## config.mk

```make
export PLATFORM = sky130hd
export DESIGN_NAME = lane_gather
export DESIGN_NICKNAME = d
export VERILOG_FILES = /design/src/rtl/lane_gather_pkg.sv /design/src/rtl/rr_arbiter.sv /design/src/rtl/lane_gather.sv
export SDC_FILE = /design/constraint.sdc
export NUM_CORES = 1
export LEC_CHECK = 0
export ABC_CLOCK_PERIOD_IN_PS = 5700
export CORE_MARGIN = 4
export CORE_UTILIZATION = 28
export CTS_CLUSTER_DIAMETER = 50
export DETAILED_ROUTE_END_ITERATION = 10
export DONT_BUFFER_PORTS = 1
export SYNTH_ARGS = -nofsm -noshare
export SYNTH_HDL_FRONTEND = slang
export SYNTH_SLANG_ARGS = --single-unit
```

## constraint.sdc

```tcl
create_clock -name i_clk -period 5.7 [get_ports i_clk]
set_input_delay 0.285 -clock i_clk [delete_from_list [all_inputs] [get_ports i_clk]]
set_output_delay 0.285 -clock i_clk [all_outputs]
set_load 0.05 [all_outputs]
```

## src/rtl/lane_gather_pkg.sv

```systemverilog
// Shared defaults and types for the lane_gather block.
// Optional output parity is enabled with LANE_GATHER_PARITY_EN.
package lane_gather_pkg;

  localparam int SIZE_DEF  = 8;
  localparam int WIDTH_DEF = 8;
  localparam int LANE_W_DEF = $clog2(SIZE_DEF);

  typedef logic [LANE_W_DEF-1:0] lane_idx_t;

endpackage

```

## src/rtl/rr_arbiter.sv

```systemverilog
// Combinational round-robin arbiter: first request at or after ptr wins.
// The pointer register lives in the caller.
module rr_arbiter #(
  parameter int N  = 8,
  localparam int IW = $clog2(N)
) (
  input  logic [N-1:0]  req,
  input  logic [IW-1:0] ptr,
  output logic [N-1:0]  gnt,
  output logic [IW-1:0] gnt_idx
);

  localparam logic [IW:0] NW = (IW+1)'(N);

  logic          found;
  logic [IW:0]   sum;
  logic [IW-1:0] idx;

  // ptr < N and offset < N, so one conditional subtract wraps the sum
  always_comb begin
    gnt     = '0;
    gnt_idx = '0;
    found   = 1'b0;
    sum     = '0;
    idx     = '0;
    for (int i = 0; i < N; i++) begin
      sum = {1'b0, ptr} + (IW+1)'(i);
      if (sum >= NW)
        sum = sum - NW;
      idx = sum[IW-1:0];
      if (!found && req[idx]) begin
        found      = 1'b1;
        gnt[idx]   = 1'b1;
        gnt_idx    = idx;
      end
    end
  end

endmodule

```

## src/rtl/lane_gather.sv

```systemverilog
// Round-robin gather of SIZE lanes into one registered ready/valid stream.
// Define LANE_GATHER_PARITY_EN to add the registered o_parity output.
module lane_gather
  import lane_gather_pkg::*;
#(
  parameter int  SIZE   = SIZE_DEF,
  parameter int  WIDTH  = WIDTH_DEF,
  localparam int LANE_W = $clog2(SIZE)
) (
  input  logic                       i_clk,
  input  logic                       i_arst_n,
  input  logic [SIZE-1:0]            i_valid,
  input  logic [SIZE-1:0][WIDTH-1:0] i_data,
  output logic [SIZE-1:0]            o_ready,
  output logic                       o_valid,
  output logic [WIDTH-1:0]           o_data,
  output logic [LANE_W-1:0]          o_lane,
`ifdef LANE_GATHER_PARITY_EN
  output logic                       o_parity,
`endif
  input  logic                       i_ready
);

  logic              load;
  logic              xfer;
  logic [SIZE-1:0]   grant;
  logic [LANE_W-1:0] gnt_idx;
  logic [LANE_W-1:0] ptr;
  logic [LANE_W-1:0] ptr_nxt;
  logic [WIDTH-1:0]  win_data;

  rr_arbiter #(
    .N(SIZE)
  ) u_arb (
    .req    (i_valid),
    .ptr    (ptr),
    .gnt    (grant),
    .gnt_idx(gnt_idx)
  );

  assign load = ~o_valid | i_ready;

  // reset gating keeps lanes from seeing an accept while held in reset
  assign o_ready = (load & i_arst_n) ? grant : '0;
  assign xfer    = |o_ready;

  assign win_data = i_data[gnt_idx];

  assign ptr_nxt = (gnt_idx == LANE_W'(SIZE-1)) ? '0
                                                : gnt_idx + 1'b1;

  always_ff @(posedge i_clk or negedge i_arst_n) begin
    if (!i_arst_n) begin
      o_valid <= 1'b0;
      o_data  <= '0;
      o_lane  <= '0;
      ptr     <= '0;
    end else if (xfer) begin
      o_valid <= 1'b1;
      o_data  <= win_data;
      o_lane  <= gnt_idx;
      ptr     <= ptr_nxt;
    end else if (o_valid && i_ready) begin
      o_valid <= 1'b0;
    end
  end

`ifdef LANE_GATHER_PARITY_EN
  always_ff @(posedge i_clk or negedge i_arst_n) begin
    if (!i_arst_n)
      o_parity <= 1'b0;
    else if (xfer)
      o_parity <= ^win_data;
  end
`endif

endmodule
```

# Yosys cells after proc, flatten, opt, wreduce, memory -nomap -nowiden
# Cells that the tools add are included.
[classes] n_bitwise=10 add_sub_neg=16 eq_ne=1 order_cmp=25 reduce_logical=25 mux=69
[ops] op="8-bit two-way mux" n=10
[ops] op="8-bit OR" n=7
[ops] op="3-bit two-way mux" n=17
[ops] op="3-bit by 4-bit < comparator with 1-bit output (second input constant)" n=9
[ops] op="4-bit greater-or-equal comparator (second input constant)" n=7
[ops] op="1-bit two-way mux" n=25
[ops] op="1-bit binary-select mux with 3-bit select" n=8
[ops] op="8-bit binary-select mux with 3-bit select" n=1
[ops] op="1-bit demux with 3-bit select" n=8
[ops] op="3-bit by 1-bit greater-or-equal comparator with 1-bit output (second input constant)" n=8
[ops] op="3-bit by 1-bit subtractor with 3-bit output (second input constant)" n=8
[ops] op="3-bit by 3-bit adder with 4-bit output (second input constant)" n=4
[ops] op="1-bit logical AND" n=16
[ops] op="3-bit by 2-bit adder with 4-bit output (second input constant)" n=2
[ops] op="8-bit OR reduction" n=1
[ops] op="1-bit logical NOT" n=7
[ops] op="3-bit by 1-bit adder with 4-bit output (second input constant)" n=1
[ops] op="3-bit by 4-bit greater-or-equal comparator with 1-bit output (second input constant)" n=1
[ops] op="3-bit by 1-bit adder with 3-bit output (second input constant)" n=1
[ops] op="3-bit == test (second input constant)" n=1
[ops] op="2-bit nonzero test" n=1
[ops] op="1-bit AND" n=1
[ops] op="1-bit inverter" n=1
[ops] op="1-bit OR" n=1
[word_totals] output_inout_bits=20 regBits=15 elab_cells=150 inputBits=75

# Logic depth before layout (Yosys ltp)
[depth] word_depth=29 mapped_depth=20 depth_no_buf=15

# By module
# A second synthesis with hierarchy kept.
[unflattened] hier_cells=238 hier_area_um2=2606.2
[by_module_without_submodules] mod="rr_arbiter" seq_area_each_um2=0.0 cells_each=160 instances=1 area_per_inst_um2=1348.8
[by_module_without_submodules] mod="lane_gather" seq_area_each_um2=375.4 cells_each=78 instances=1 area_per_inst_um2=1257.5

# Worst setup path before layout
# No wires, ideal clock.
[synth_path] path_kind="register -> register" from="reg ptr[0]" to="reg o_data[0]" stages_incl_launch_ff=19 t_required_ps=5572 period_less_slack_ps=4607 n_path_buf=7 slack_ps=1093 setup_ps=128 t_arrival_ps=4479 path_cell_list="dfrtp_1 > buf_4 > buf_6 > inv_1 > clkbuf_1 > ha_1 > clkbuf_1 > mux4_2 > mux2i_1 > and2_1 > buf_2 > and3_1 > buf_2 > a22o_1 > mux2i_1 > a21oi_1 > nor4_4 > buf_6 > mux2_1"
[synth_between] elab_chain_len=28 elab_cells_between_ends=135 classes_between="add/sub (15); order compare (24); mux (66); bitwise (7); reduce/logical (23)"
[synth_lines] element="start: declaration" line_no="lane_gather.sv:28" text="logic [LANE_W-1:0] ptr;"
[synth_lines] element="start signal: assignment" line_no="lane_gather.sv:62" text="ptr <= ptr_nxt;"
[synth_lines] element="parallel branches: the longest is 25 deep, another holds 3-bit by 1-bit adder with 4-bit output"
[synth_lines] element="8-bit two-way mux (*)" line_no="rr_arbiter.sv:31" text="if (!found && req[idx]) begin"
[synth_lines] element="8-bit two-way mux (*)" line_no="lane_gather.sv:44" text="assign o_ready = (load & i_arst_n) ? grant : '0;"
[synth_lines] element="net o_ready[1]" line_no="lane_gather.sv:14" text="output logic [SIZE-1:0] o_ready,"
[synth_lines] element="8-bit OR reduction (*)" line_no="lane_gather.sv:45" text="assign xfer = |o_ready;"
[synth_lines] element="end signal: assignment" line_no="lane_gather.sv:60" text="o_data <= win_data;"
[synth_lines] element="end: declaration" line_no="lane_gather.sv:16" text="output logic [WIDTH-1:0] o_data,"
# Mark *: on every way through the listed nets, which the timed path passes. The select of a mux whose other input is x is not followed.
# A chain may end at the register's enable or synchronous reset.

# Worst setup path after layout
[layout_path] from="reg ptr[0]" to="reg ptr[2]"
[layout_between] elab_chain_len=28 elab_cells_between_ends=136 classes_between="add/sub (16); order compare (24); eq/ne (1); mux (65); bitwise (7); reduce/logical (23)"
[layout_lines] element="parallel branches: the longest is 25 deep, another holds 3-bit by 1-bit adder with 4-bit output"
[layout_lines] element="3-bit two-way mux (*)" line_no="rr_arbiter.sv:31"
[layout_lines] element="net gnt_idx[0]" line_no="lane_gather.sv:27" text="logic [LANE_W-1:0] gnt_idx;"
[layout_lines] element="3-bit by 1-bit adder with 3-bit output / 3-bit == test (equally long branches)" line_no="lane_gather.sv:50, lane_gather.sv:49"
[layout_lines] element="3-bit two-way mux (*)" line_no="lane_gather.sv:49" text="assign ptr_nxt = (gnt_idx == LANE_W'(SIZE-1)) ? '0"
[layout_lines] element="net ptr_nxt[2]" line_no="lane_gather.sv:29" text="logic [LANE_W-1:0] ptr_nxt;"
# Marks and branches as above.

==> results.yml <==
worst_setup_path:
  worstSetupStartpointType: "flip-flop"
  path_cells: "ha_1 > xor2_1 > mux4_2 > and2_4 > a211o_1 > a211oi_4 > buf_4 > a21oi_1 > ha_1 > ha_1 > mux2_1"
  endpoint_kind: "flip-flop"
  critPathMostFrequentCell: "ha_1"
  path_class: "flip-flop to flip-flop"
  cp_slowest_cell: "mux4_2"
  critPathArrivalTime_ns: 4.76
  required_ns: 5.83
  cp_max_fo: 16
  slowest_delay_ns: 0.67
clocking:
  clock_sinks: 15
  cts_tree: "yes"
  numCtsBuffers: 3
  clk_pin_slew_ns: 0.05
  htreeDepth: 1
  insertion_delay_ns: 0.25
  cts_buffer_depth: 2
  cts-root-buf: "clkbuf_16"
  postCtsSetupBuffers: 0
cells_and_area:
  nNetsFinal: 487
  final_common_cell: "mux2i_1"
  drive_gt1_share_pct: 12.41
  mostFrequentLayoutCells: "56 x mux2i_1, 55 x nand2_1, 39 x nand4_1"
  antenna_cells: 0
  area_growth_syn_to_layout_pct: 7.127
  fin_cells: 546
place:
  numPortBuffers: 0
  gp_congestion: 1.014
  dp_hpwl_mm: 8.850
  pre_cts_slack_ns: 1.111
  dp_cells: 541
logic_synthesis:
  synth_top_family_by_area: "multiplexers"
  synth_compound_area_share_pct: 24.72
  synth_top_area_share_pct: 16.80
  syn_area_sq_um: 3336
  synthXorXnorAreaFrac_pct: 0.7877
  yosysSeqAreaShare_pct: 11.25
  synthDistinctLibCells: 62
  synth_adder_area_share_pct: 3.001
  async_flop_share_pct: 100.0
  yosys.area_share.simple_pct: 22.06
  ys.flop_type: "dfrtp_1"
  avgSynthCellArea_sq_um: 7.961
  synth.top_cells.by_area: "mux2i_1 17%, dfrtp_1 11%, nand4_1 7.3%, nand2_1 6.2%, mux2_1 5.4%"
  synth.largest_area_cell: "mux2i_1"
  ys_ff_latch: 15
  yosys_warnings: 0
  synth_edf_count: 0
  synth_mux_area_share_pct: 31.40
  syn-instance-count: 419
  syn-num-nets: 502
floorplanning:
  ios: 95
  row_count: 39
  die_area_sq_um: 13720
  core_sq_um: 11520
  die_h_microns: 117.1
  start_util_pct: 28.97
  die_w_microns: 117.1
sta:
  max_freq_mhz: 215.9
  fin_setup_tns_ns: 0
  worst-slew-pin-transition_ns: 0.9610
  worst_slack_ns: 1.068
  post-route-period-util_pct: 81.27
  finClkSkew_ns: 0.001890
  holdWs_ns: 0.2460
  setup_viol: 0
  slew-limit-headroom_pct: 35.94
  finalHoldViolations: 0
  drv_slew: 0
  period_needed_ns: 4.632
  rsz0062_at_grt: "false"
routing:
  vias_per_cell: 6.386
  ant_nets: 0
  first_pass_iters: 5
  wl_per_cell_microns: 21.00
  finalWirelength_mm: 11.47
  drtIter0Drc: 445
  num_vias: 3487
  drt_drc_violations_left: 0
grt:
  antenna_found_initial: 0
  grt-ovfl-total: 0
  groute.usage.overall_pct: 15.99
  grt_pass1_vias: 3255
  grt_pass1_wl_mm: 17.46
  grt_max_degree: 82
flow_run:
  cap_violations: 0
outcome:
  outcome: "complete, no violations"
worst_hold_path:
  hold_path_class: "primary input to flip-flop"
logic make-up (layout without fill, tap and decap cells):
group / count (synthesis) / after routing
compound gates: 109 / 109
xor+xnor: 3 / 3
fa+ha+maj: 8 / 8
buf+inv: 49 / 33
flops: 15 / 15
mux: 91 / 91
simple gates: 144 / 144
worst max-delay path, delay by kind of cell, from the launching register on:
family                     cells  cell delay, ns
muxes                          2            0.95
buffers and inverters          1            0.30
and+or+nand+nor                1            0.23
xor gates and xnor gates       1            0.47
adders and majority gates      3            0.96
DFF                            1            0.59
AOI/OAI and AO/OA              3            0.99
metal layers:
metal	GRT usage, %	vias to the layer above	wire length [microns]
li1	-	1608	-
met5	0	-	0
met2	24.77	205	5126
met1	21.95	1640	4805
met4	5.428	0	329
met3	3.548	34	1205
Yosys cell counts, types with 2 or more instances:
cell       number
mux2i_1        56
nand2_1        55
nand4_1        39
clkbuf_1       23
o211ai_1       19
a21oi_1        18
nor2_1         18
o211a_1        17
mux2_1         16
dfrtp_1        15
buf_2          13
mux2_2         10
o21ai_0        10
inv_1           9
ha_1            8
mux4_2          8
a22o_1          6
nand3_1         6
nor2b_1         5
a31oi_1         4
and2_1          4
and3_1          4
a32oi_1         3
buf_6           3
nor4_1          3
o21ai_1         3
o2bb2ai_1       3
a21o_1          2
a22oi_1         2
o2111ai_1       2
o22ai_1         2
o31ai_1         2
xnor2_1         2
sequential cells by signal, summed over array words and instances, names as in the netlist:
register,count
o_valid,1
o_data,8
o_lane,3
ptr,3
timing repair:
item / in CTS / in global routing
gates resized for setup: 0 / 0
hold buffers: 1 / 0
endpoints found under the hold margin: 15 / 0
metrics by stage:
| stage | util, % | instance area (sq um) |
|---|---|---|
| 6_report | 31.03 | 3573 |
| 5_1_grt | 31.03 | 3573 |
| 4_1_cts | 31.03 | 3573 |
| 3_5_place_dp | 30.25 | 3483 |
| 3_3_place_gp | 30.25 | 3483 |
| 2_1_floorplan | - | 3336 |
worst paths after layout:
check | slack, ns | end | from | cells after the start
hold / removal | 0.25 | o_valid | i_ready | 2
min in group asynchronous | 0.54 | o_data[7] | i_arst_n | 1
setup reg to reg | 1.07 | ptr[2] | ptr[0] | 11
max in group asynchronous | 4.65 | ptr[0] | i_arst_n | 1
hold reg to reg | 0.74 | ptr[1] | ptr[1] | 2
setup / recovery | 1.07 | ptr[2] | ptr[0] | 11
layout make-up:
class,count,area [sq um]
Fill cell,1206,7943
Multi-Input combinational cell,355,2751
Sequential cell,15,376.6
Tap cell,143,178.9
Timing Repair Buffer,20,152.6
Clock buffer,3,75.07
Inverter,9,33.78
Clock inverter,1,5.005
Power is not shown: default switching activity piles up to over one toggle a cycle in this logic, so the estimate is an artifact.
